==> config.mk <==
export PLATFORM = sky130hd
export DESIGN_NAME = project_select_ctrl
export DESIGN_NICKNAME = d
export VERILOG_FILES = /design/src/rtl/project_select_pkg.sv /design/src/rtl/project_select_wb_regs.sv /design/src/rtl/project_select_ctrl.sv
export SDC_FILE = /design/constraint.sdc
export NUM_CORES = 1
export LEC_CHECK = 0
export BUFFER_PORTS_ARGS = -buffer_cell sky130_fd_sc_hd__buf_4
export CAP_MARGIN = 10
export CORE_ASPECT_RATIO = 1.25
export CORE_MARGIN = 2
export CORE_UTILIZATION = 30
export CTS_BUF_LIST = sky130_fd_sc_hd__clkbuf_8
export DETAILED_ROUTE_END_ITERATION = 8
export PLACE_DENSITY = 0.6
export SLEW_MARGIN = 20
export SYNTH_ARGS = -nofsm -noshare
export SYNTH_HDL_FRONTEND = slang
export SYNTH_SLANG_ARGS = --single-unit
export TNS_END_PERCENT = 30
==> constraint.sdc <==
create_clock -name wb_clk_i -period 3 [get_ports wb_clk_i]
set_clock_uncertainty 0.05 [all_clocks]
set_input_delay 0.15 -clock wb_clk_i [delete_from_list [all_inputs] [get_ports wb_clk_i]]
set_output_delay 0.15 -clock wb_clk_i [all_outputs]
set_load 0.05 [all_outputs]
==> src/rtl/project_select_pkg.sv <==
// Shared definitions for the project select controller: FSM encoding,
// register offsets and register field positions.
package project_select_pkg;

  // Encoding is software-visible through STATUS[9:8].
  typedef enum logic [1:0] {
    StOff   = 2'd0,
    StGuard = 2'd1,
    StOn    = 2'd2
  } sel_state_e;

  // Byte offsets from the block base address.
  localparam logic [3:0] OffsCtrl   = 4'h0;
  localparam logic [3:0] OffsStatus = 4'h4;
  localparam logic [3:0] OffsGuard  = 4'h8;
  localparam logic [3:0] OffsActive = 4'hC;

  // CTRL fields.
  localparam int unsigned CtrlIdxLsb = 0;
  localparam int unsigned CtrlIdxW   = 5;
  localparam int unsigned CtrlEnBit  = 7;

  // STATUS fields.
  localparam int unsigned StatusIdxLsb   = 0;
  localparam int unsigned StatusOnBit    = 7;
  localparam int unsigned StatusStateLsb = 8;
  localparam int unsigned StatusErrBit   = 16;

  // Word index of a byte offset inside the 16-byte window.
  function automatic logic [1:0] reg_word(input logic [3:0] offs);
    return offs[3:2];
  endfunction

endpackage

==> src/rtl/project_select_wb_regs.sv <==
// Wishbone slave for the project select controller: address decode, single
// cycle registered ack, CTRL/GUARD registers, sticky error flag and read mux.
module project_select_wb_regs
  import project_select_pkg::*;
#(
  parameter logic [31:0] BASE_ADDR     = 32'h3000_0000,
  parameter int unsigned NUM_PROJECTS  = 3,
  parameter int unsigned DEFAULT_GUARD = 8
) (
  input  logic        wb_clk_i,
  input  logic        wb_rst_ni,
  input  logic        wbs_stb_i,
  input  logic        wbs_cyc_i,
  input  logic        wbs_we_i,
  input  logic [3:0]  wbs_sel_i,
  input  logic [31:0] wbs_adr_i,
  input  logic [31:0] wbs_dat_i,
  output logic        wbs_ack_o,
  output logic [31:0] wbs_dat_o,
  input  logic [1:0]  state,
  input  logic [4:0]  cur_idx,
  input  logic [31:0] active,
  output logic        ctrl_wr,
  output logic        wr_en,
  output logic [4:0]  ctrl_idx,
  output logic        ctrl_en,
  output logic [7:0]  guard_len
);

  localparam logic [1:0] WordCtrl   = reg_word(OffsCtrl);
  localparam logic [1:0] WordStatus = reg_word(OffsStatus);
  localparam logic [1:0] WordGuard  = reg_word(OffsGuard);
  localparam logic [1:0] WordActive = reg_word(OffsActive);

  logic        ack_q;
  logic [31:0] dat_q;
  logic [4:0]  idx_q;
  logic        en_q;
  logic [7:0]  guard_q;
  logic        err_q;

  logic        hit, req, wr;
  logic [1:0]  word;
  logic [4:0]  wr_idx;
  logic        idx_bad;
  logic        err_set, err_clr, guard_wr;
  logic [31:0] rdata;
  logic        unused_bits;

  assign hit  = (wbs_adr_i[31:4] == BASE_ADDR[31:4]);
  // Ack blocks a new request, so back-to-back strobes ack every second cycle.
  assign req  = wbs_stb_i & wbs_cyc_i & hit & ~ack_q;
  assign wr   = req & wbs_we_i & wbs_sel_i[0];
  assign word = wbs_adr_i[3:2];

  assign wr_idx  = wbs_dat_i[CtrlIdxLsb +: CtrlIdxW];
  assign wr_en   = wbs_dat_i[CtrlEnBit];
  assign idx_bad = wr_en && ((wr_idx == 5'd0) || ({27'd0, wr_idx} > 32'(NUM_PROJECTS)));

  assign ctrl_wr  = wr && (word == WordCtrl) && !idx_bad;
  assign err_set  = wr && (word == WordCtrl) && idx_bad;
  assign err_clr  = wr && (word == WordStatus);
  assign guard_wr = wr && (word == WordGuard);

  assign unused_bits = ^{wbs_sel_i[3:1], wbs_dat_i[31:8], wbs_adr_i[1:0]};

  // Read mux over the current register contents.
  always_comb begin
    rdata = '0;
    unique case (word)
      WordCtrl: begin
        rdata[CtrlIdxLsb +: CtrlIdxW] = idx_q;
        rdata[CtrlEnBit]              = en_q;
      end
      WordStatus: begin
        rdata[StatusIdxLsb +: 5]   = cur_idx;
        rdata[StatusOnBit]         = (state == StOn);
        rdata[StatusStateLsb +: 2] = state;
        rdata[StatusErrBit]        = err_q;
      end
      WordGuard:  rdata[7:0] = guard_q;
      WordActive: rdata      = active;
      default:    rdata      = '0;
    endcase
  end

  // Ack, read data and register file updates at the request edge.
  always_ff @(posedge wb_clk_i or negedge wb_rst_ni) begin
    if (!wb_rst_ni) begin
      ack_q   <= 1'b0;
      dat_q   <= '0;
      idx_q   <= '0;
      en_q    <= 1'b0;
      guard_q <= 8'(DEFAULT_GUARD);
      err_q   <= 1'b0;
    end else begin
      ack_q <= req;
      dat_q <= (req && !wbs_we_i) ? rdata : '0;
      if (ctrl_wr) begin
        idx_q <= wr_idx;
        en_q  <= wr_en;
      end
      // A zero guard would skip the all-off interval, so it is stored as 1.
      if (guard_wr) guard_q <= (wbs_dat_i[7:0] == 8'd0) ? 8'd1 : wbs_dat_i[7:0];
      if (err_set) err_q <= 1'b1;
      else if (err_clr) err_q <= 1'b0;
    end
  end

  assign wbs_ack_o = ack_q;
  assign wbs_dat_o = dat_q;
  assign ctrl_idx  = idx_q;
  assign ctrl_en   = en_q;
  assign guard_len = guard_q;

endmodule

==> src/rtl/project_select_ctrl.sv <==
// Drives the one-hot project enable. Every change of project passes through
// an all-off guard interval, and each activation gets a short reset pulse.
module project_select_ctrl
  import project_select_pkg::*;
#(
  parameter logic [31:0] BASE_ADDR     = 32'h3000_0000,
  parameter int unsigned NUM_PROJECTS  = 3,
  parameter int unsigned DEFAULT_GUARD = 8,
  parameter int unsigned RST_LEN       = 4
) (
  input  logic        wb_clk_i,
  input  logic        wb_rst_ni,
  input  logic        wbs_stb_i,
  input  logic        wbs_cyc_i,
  input  logic        wbs_we_i,
  input  logic [3:0]  wbs_sel_i,
  input  logic [31:0] wbs_adr_i,
  input  logic [31:0] wbs_dat_i,
  output logic        wbs_ack_o,
  output logic [31:0] wbs_dat_o,
  output logic [31:0] active,
  output logic        proj_rst_n
);

  sel_state_e state_q, state_d;
  logic [7:0] gcnt_q, gcnt_d;
  logic [3:0] rcnt_q, rcnt_d;
  logic [4:0] cur_idx_q, cur_idx_d;

  logic       ctrl_wr, wr_en, ctrl_en;
  logic [4:0] ctrl_idx;
  logic [7:0] guard_len;

  project_select_wb_regs #(
    .BASE_ADDR     (BASE_ADDR),
    .NUM_PROJECTS  (NUM_PROJECTS),
    .DEFAULT_GUARD (DEFAULT_GUARD)
  ) u_regs (
    .wb_clk_i  (wb_clk_i),
    .wb_rst_ni (wb_rst_ni),
    .wbs_stb_i (wbs_stb_i),
    .wbs_cyc_i (wbs_cyc_i),
    .wbs_we_i  (wbs_we_i),
    .wbs_sel_i (wbs_sel_i),
    .wbs_adr_i (wbs_adr_i),
    .wbs_dat_i (wbs_dat_i),
    .wbs_ack_o (wbs_ack_o),
    .wbs_dat_o (wbs_dat_o),
    .state     (state_q),
    .cur_idx   (cur_idx_q),
    .active    (active),
    .ctrl_wr   (ctrl_wr),
    .wr_en     (wr_en),
    .ctrl_idx  (ctrl_idx),
    .ctrl_en   (ctrl_en),
    .guard_len (guard_len)
  );

  // Next state, guard countdown and reset pulse countdown.
  always_comb begin
    state_d   = state_q;
    gcnt_d    = gcnt_q;
    rcnt_d    = rcnt_q;
    cur_idx_d = cur_idx_q;
    unique case (state_q)
      StOff: begin
        if (ctrl_wr && wr_en) begin
          state_d = StGuard;
          gcnt_d  = guard_len;
        end
      end
      StGuard: begin
        if (ctrl_wr) begin
          gcnt_d = guard_len;
        end else if (gcnt_q == 8'd0) begin
          if (ctrl_en) begin
            state_d   = StOn;
            cur_idx_d = ctrl_idx;
            rcnt_d    = 4'(RST_LEN);
          end else begin
            state_d = StOff;
          end
        end else begin
          gcnt_d = gcnt_q - 8'd1;
        end
      end
      StOn: begin
        // Any accepted CTRL write, even a same-index rewrite, drops active.
        if (ctrl_wr) begin
          state_d = StGuard;
          gcnt_d  = guard_len;
          rcnt_d  = 4'd0;
        end else if (rcnt_q != 4'd0) begin
          rcnt_d = rcnt_q - 4'd1;
        end
      end
      default: state_d = StOff;
    endcase
  end

  // State and counter registers.
  always_ff @(posedge wb_clk_i or negedge wb_rst_ni) begin
    if (!wb_rst_ni) begin
      state_q   <= StOff;
      gcnt_q    <= '0;
      rcnt_q    <= '0;
      cur_idx_q <= '0;
    end else begin
      state_q   <= state_d;
      gcnt_q    <= gcnt_d;
      rcnt_q    <= rcnt_d;
      cur_idx_q <= cur_idx_d;
    end
  end

  // Outputs decode straight from registers so reset clears them at once.
  always_comb begin
    active     = (state_q == StOn) ? (32'd1 << cur_idx_q) : 32'd0;
    proj_rst_n = !((state_q == StOn) && (rcnt_q != 4'd0));
  end

endmodule
==> results of run 1 <==
-- per-stage QoR --
stage	utilization (%)	cells	power (W)
floorplan	-	335	0.000947
global placement	39.3	566	0.00102
detailed placement	39.3	566	0.00102
CTS	41.6	586	0.00185
global route	41.6	586	0.00190
finish	41.6	586	0.00183
-- cells in the final DEF (no fill, tap or decap), drive strengths merged, types with 11 or more instances in the layout --
master | synthesis | layout
buf | 6 | 117
nor2 | 66 | 66
dfrtp | 66 | 66
nand2 | 22 | 22
nor4 | 20 | 20
mux2 | 16 | 16
nand3 | 13 | 13
inv | 10 | 12
nor3 | 12 | 12
nor2b | 11 | 11
-- registers in the layout (all words and copies together) (netlist names), 2 cells and up --
name / cells
state_q: 2
u_regs.guard_len: 8
cur_idx_q: 5
u_regs.wbs_dat_o: 32
gcnt_q: 8
u_regs.ctrl_idx: 5
rcnt_q: 4
-- metal layers --
metal | track usage (%) | wire length (um) | vias up
met1 | 19.5 | 3820 | 1463
li1 | - | - | 1411
met3 | 3.79 | 573 | 18
met2 | 28.8 | 5020 | 106
met4 | 5.31 | 189 | 0
met5 | 0 | 0 | -
-- cell type report --
class                      instances  area (sq um)
multi-input combinational        237          1550
timing repair buffer             121           918
sequential                        67          1680
clock inverter                     6          81.3
tap                              135           169
inverter                          10          37.5
fill                            1089          6410
clock buffer                      10           138
-- power groups by stage --
stage / registers [W] / logic [W] / clock network (W)
2_1_floorplan: 0.000923 / 0.0000239 / 0
3_3_place_gp: 0.000923 / 0.0000960 / 0
3_5_place_dp: 0.000923 / 0.0000983 / 0
4_1_cts: 0.000906 / 0.000103 / 0.000842
5_1_grt: 0.000905 / 0.000111 / 0.000886
6_report: 0.000906 / 0.000101 / 0.000822
-- cell usage after synthesis, drive strengths merged (2+ instances only) --
| library cell | instances |
|---|---|
| clkbuf | 15 |
| buf | 6 |
| nor4 | 20 |
| nor3 | 12 |
| mux2 | 16 |
| mux4 | 5 |
| nand2 | 22 |
| and3 | 3 |
| inv | 10 |
| a221o | 3 |
| nor2 | 66 |
| nand2b | 3 |
| nor3b | 3 |
| nand3 | 13 |
| dfrtp | 66 |
| a21oi | 9 |
| or4 | 2 |
| nand4 | 6 |
| nor2b | 11 |
| o21ai | 7 |
| ha | 4 |
| or3 | 4 |
| mux2i | 6 |
| a22oi | 2 |
-- worst max path at each step --
stage / slack [ns] / endpoint
global route: 0.51 / cur_idx_q[1]
floorplan: 0.59 / u_regs.wbs_dat_o[3]
detailed placement: 0.54 / cur_idx_q[1]
CTS: 0.56 / cur_idx_q[1]
global placement: 0.61 / cur_idx_q[2]
finish: 0.57 / cur_idx_q[1]
-- cells by family (layout without fill, tap and decap cells) --
family                     Yosys count  after routing  synth area share [%]
muxes                               27             27                  10.6
buffers and inverters               31            147                  3.90
and+or+nand+nor                    171            171                  26.5
DFF                                 67             67                  50.2
AOI/OAI and AO/OA                   35             35                  7.34
adders and majority gates            4              4                  1.50
-- worst max-delay path: cells and delay by family --
kind            cells  cell delay [ns]
mux                 1             0.39
buf+inv             3             0.92
compound gates      1             0.30
simple gates        2             0.85
==> impl_results.md, run 1 <==
* Initial Utilization at 30.4%
* FF-to-FF End: cur_idx_q[1]
* CTS root buf: clkbuf_8
* EDFF count, synth at 0
* PortBufs at 109
* Quantity of gates resized following cts at 0
* CTS Buf Count at 9
* Final setup viols at 0
* Hold Crit Depth at 2
* Hold Slack at 0.0139 ns
* Cell Rows at 43
* Final setup TNS at 0 ns
* TritonCTS clock tree: yes
* R2R Setup Slk at 0.65 ns
* Period utilisation layout at 80.9%
* Most Frequent Cell on Critical Path: buf_4
* FFs w/ async S/R, synth at 100%
* Clock network fraction of design power at 45.0%
* WL final at 9.61 mm
* Crit end category: flip-flop
* Overflow after GRT at 0
* Largest cells by area after synthesis: dfrtp_1, nor2_1, mux2_2
* Via count at 2998
* Synth Net Count at 412
* Syn-to-layout area delta at 36.8%
* Clock tree buffer depth at 2
* Internal power at 0.00144 W
* Critical path peak fanout at 7
* CP Launch Type: input port
* Hold Crit Class: in -> reg
* Final min period at 2.43 ns
* Crit-path slowest cell: dlygate4sd3_1
* Post-CTS setup buffer count at 0
* First-pass GRT wire length at 15.4 mm
* Fin area at 4570 sq um
* Sinks on Clock Net at 67
* Iteration-0 DRC Markers at 127
* Worst hold endpoint: u_regs.guard_len[5]
* Post-synthesis sequential area ratio at 50.2%
* Mapped Cells at 335
* Antenna diode count at 0
* Total track usage at 16.3%
* Core area at 11000 sq um
* Die height at 122 um
* Synth warn at 0
* Top-Level Pins at 139
* Max_slew headroom at 44.2%
* Outcome: finished clean
* Max-slew violations at 0
* Via-to-Cell Ratio at 5.12
* Initial antenna violation count at 0
* Synth Area per Inst at 9.97 sq um
* Die area at 12000 sq um
* WS Path Type: in -> reg
* Worst Reg2Reg Path Length in Cells at 5
* Final Hold Vio Count at 0
* Combinational share of power at 5.5%
* Routed len/inst at 16.4 um
* HPWL Detailed at 7.27 mm
* Worst slew pin tran at 0.838 ns
* Post-synthesis cell area at 3340 sq um
* # nets final at 523
* Hold buffer count at cts at 4
* RSZ-0062 raised after global routing: false
* Dominant cell type by area after synthesis: dfrtp_1
* Largest net degree at the start of global routing at 68
* DRC at 0
* Number of global-route vias before repair at 2931
* Layout cells sized above 1 at 36.4%
* Register share of total power at 49.5%
* CP arrival at 2.61 ns
* Sw frac at 21.2%
* Synth top area share at 49.5%
* Pleak at 2.19 nW
* Detail Route Antenna Nets at 0
* Fmax at 0.412 GHz
* Setup crit start: wbs_dat_i[4]
* Ys flop type: dfrtp_1
* CTS clk-pin slew, worst paths at 0.07 ns
* Width of the die at 98.4 um
* Synth unique cells at 48
* Worst path required time at 3.18 ns
* Initial DRT Pass Iterations at 4
* Worst vdd ir at 0.154 mV
* Sw power at 0.000388 W
* Max-cap violations at 0
* RePlAce Congestion at 0.828
* CTS HTree Levels at 3
* Pre-CTS setup slack at 0.540 ns
* Post-route setup slack at 0.574 ns
* Synth Register Bits at 67
* CP peak stage delay at 0.58 ns
* Ordered list of cells on the worst path: dlygate4sd3_1 -> buf_4 -> o41ai_1 -> buf_4 -> or4b_1 -> nand2b_1 -> mux2_2
* Hold_sp: wbs_dat_i[5]
* Worst skew pair latency at 0.35 ns
* PD cells at 400 nW/um^2
* Worst r2r src: u_regs.wbs_ack_o
* Placed inst area at 4310 sq um
No activity file was read; power rests on OpenSTA's default activity.
==> inputs of run 2 (changes only) <==
==> constraint.sdc (replaced) <==
create_clock -name wb_clk_i -period 2.5 [get_ports wb_clk_i]
set_clock_uncertainty 0.05 [all_clocks]
set_input_delay 0.125 -clock wb_clk_i [delete_from_list [all_inputs] [get_ports wb_clk_i]]
set_output_delay 0.125 -clock wb_clk_i [all_outputs]
set_load 0.05 [all_outputs]
==> run 2 against run 1 <==
Wire length is 0.81% lower. Die area stayed put. Register-to-register slack worse by 0.45 ns. Highest routed layer unchanged. Utilization is 0.30 points higher. Sequential share of layout area decreased by 0.26 points. Worst hold slack better by 0.010 ns. Clock power increased by 8.5%.
==> impl_results.md, run 2 (synthesis gave the netlist of run 1 again) <==
* Final setup viols at 0 (unchanged)
* Ordered list of cells on the worst path: dlygate4sd3_1 -> buf_4 -> o41ai_1 -> buf_4 -> or4b_1 -> nand2b_1 -> mux2_2
* Initial Utilization at 30.4% (unchanged)
* Core area at 11000 sq um (unchanged)
* Sw power at 0.000474 W (+22%)
* Max FFs per register at 32 (unchanged)
* WL final at 9.53 mm (-0.81%)
* Top-Level Pins at 139 (unchanged)
* Initial antenna violation count at 0 (unchanged)
* First-pass GRT wire length at 15.1 mm (-1.6%)
* Hold_sp: wbs_dat_i[1]
* Total track usage at 16.2% (-0.10 points)
* Register share of total power at 51.6% (+2.1 points)
* Post-CTS setup buffer count at 0 (unchanged)
* Final setup TNS at 0 ns (unchanged)
* RSZ-0062 raised after global routing: false
* Clock network fraction of design power at 42.4% (-2.6 points)
* TritonCTS clock tree: yes
* Max-slew violations at 0 (unchanged)
* Quantity of gates resized following cts at 0 (unchanged)
* Worst slew pin tran at 0.844 ns (+0.00649 ns)
* Worst vdd ir at 0.187 mV (+22%)
* Largest net degree at the start of global routing at 68 (unchanged)
* Max_slew headroom at 43.7% (-0.43 points)
* CP Launch Type: input port
* Die height at 122 um (unchanged)
* Die area at 12000 sq um (unchanged)
* Sinks on Clock Net at 67 (unchanged)
* Most Frequent Cell on Critical Path: buf_4
* Hold Crit Depth at 2 (unchanged)
* Placed inst area at 4340 sq um (+0.64%)
* Sw frac at 22.5% (+1.3 points)
* PortBufs at 109 (unchanged)
* Period utilisation layout at 95.6%
* Commonest non-fill, non-tap cell in the layout: buf_4
* Width of the die at 98.4 um (unchanged)
* Outcome: finished clean
* Detail Route Antenna Nets at 0 (unchanged)
* FF-to-FF End: cur_idx_q[0]
* Critical path peak fanout at 7 (unchanged)
* Max-cap violations at 0 (unchanged)
* CP peak stage delay at 0.56 ns (-0.02 ns)
* Worst skew pair latency at 0.34 ns (about the same)
* Worst r2r src: u_regs.wbs_ack_o
* Fmax at 0.418 GHz
* Pleak at 2.19 nW (+0.39%)
* DRC at 0 (unchanged)
* Via-to-Cell Ratio at 4.94 (-3.5%)
* Routed len/inst at 16.1 um (-1.7%)
* CTS HTree Levels at 3 (unchanged)
* Combinational share of power at 6.0% (+0.5 points)
* Syn-to-layout area delta at 37.8%
* Final Hold Vio Count at 0 (unchanged)
* Iteration-0 DRC Markers at 110 (-13%)
* CTS root buf: clkbuf_8
* Crit-path slowest cell: dlygate4sd3_1
* CP arrival at 2.57 ns (-0.04 ns)
* Cell Rows at 43 (unchanged)
* Clock tree buffer depth at 2 (unchanged)
* # nets final at 528 (+0.96%)
* RePlAce Congestion at 0.902 (+8.9%)
* Fin area at 4600 sq um (+0.71%)
* Internal power at 0.00163 W (+13%)
* Via count at 2918 (-2.7%)
* PD cells at 457 nW/um^2 (+14%)
* WS Path Type: in -> reg
* CTS clk-pin slew, worst paths at 0.07 ns (about the same)
* Overflow after GRT at 0 (unchanged)
* Final min period at 2.39 ns
* Number of global-route vias before repair at 2878 (-1.8%)
* R2R Setup Slk at 0.20 ns (-0.45 ns)
* Hold Crit Class: in -> reg
* Antenna diode count at 0 (unchanged)
* Most frequent cells in the layout: buf_4, nor2_1, dfrtp_1
* Crit end category: flip-flop
* Worst Reg2Reg Path Length in Cells at 5 (unchanged)
* Initial DRT Pass Iterations at 4 (unchanged)
* Worst hold endpoint: u_regs.guard_len[1]
* Layout cells sized above 1 at 36.6% (+0.26 points)
* CTS Buf Count at 9 (unchanged)
* HPWL Detailed at 7.27 mm (about the same)
* Worst path required time at 2.68 ns (-0.50 ns)
[run 2: power by group through the flow]
stage               logic (W)  registers [W]  clock network [W]
floorplan           0.0000286        0.00111                  0
global placement     0.000118        0.00111                  0
detailed placement   0.000119        0.00111                  0
CTS                  0.000129        0.00109           0.000913
global route         0.000139        0.00109           0.000950
finish               0.000126        0.00109           0.000892
[run 2: how the worst max path moves through the flow]
stage                          start                  end  slack [ns]
floorplan                 state_q[1]  u_regs.wbs_dat_o[3]        0.09
global placement        wbs_adr_i[4]         cur_idx_q[3]        0.23
detailed placement  u_regs.wbs_ack_o         cur_idx_q[1]        0.21
CTS                     wbs_dat_i[3]         cur_idx_q[0]        0.12
global route            wbs_dat_i[3]         cur_idx_q[0]        0.01
finish                  wbs_dat_i[2]         cur_idx_q[0]        0.11
[run 2: per-layer routing]
layer	GRT usage (%)	wire, um
met1	18.9	3670
met5	0	0
met4	5.65	106
met3	2.98	568
met2	29.5	5180
[run 2: area by class of cell]
cell class,instances,area [sq um]
fillers,1096,6370
inverters,10,37.5
clock buffers,10,138
flip-flops and latches,67,1680
well taps,135,169
repair buffers,126,976
clock inverters,6,56.3
multi-input cells,237,1550
[run 2: metrics by stage]
| stage | setup slack [ns] | hold slack [ns] | power, W | instances | utilization [%] |
|---|---|---|---|---|---|
| floorplan | 0.0908 | -0.221 | 0.00114 | 335 | - |
| global placement | 0.230 | 0.231 | 0.00123 | 568 | 39.5 |
| detailed placement | 0.208 | 0.232 | 0.00123 | 568 | 39.5 |
| CTS | 0.118 | 0.00847 | 0.00213 | 591 | 41.9 |
| global route | 0.0104 | 0.0227 | 0.00217 | 591 | 41.9 |
| finish | 0.110 | 0.0239 | 0.00210 | 591 | 41.9 |
[run 2: what timing repair did]
item	in CTS	in global routing
setup endpoints to repair	0	0
endpoints found under the hold margin	74	0
hold buffers	7	0
[run 2: worst max-delay path: cells and delay by family]
| kind | cells | cell delay (ns) |
|---|---|---|
| buffers and inverters | 3 | 0.90 |
| AND/OR/NAND/NOR | 2 | 0.81 |
| multiplexers | 1 | 0.39 |
| AO/OA/AOI/OAI | 1 | 0.33 |
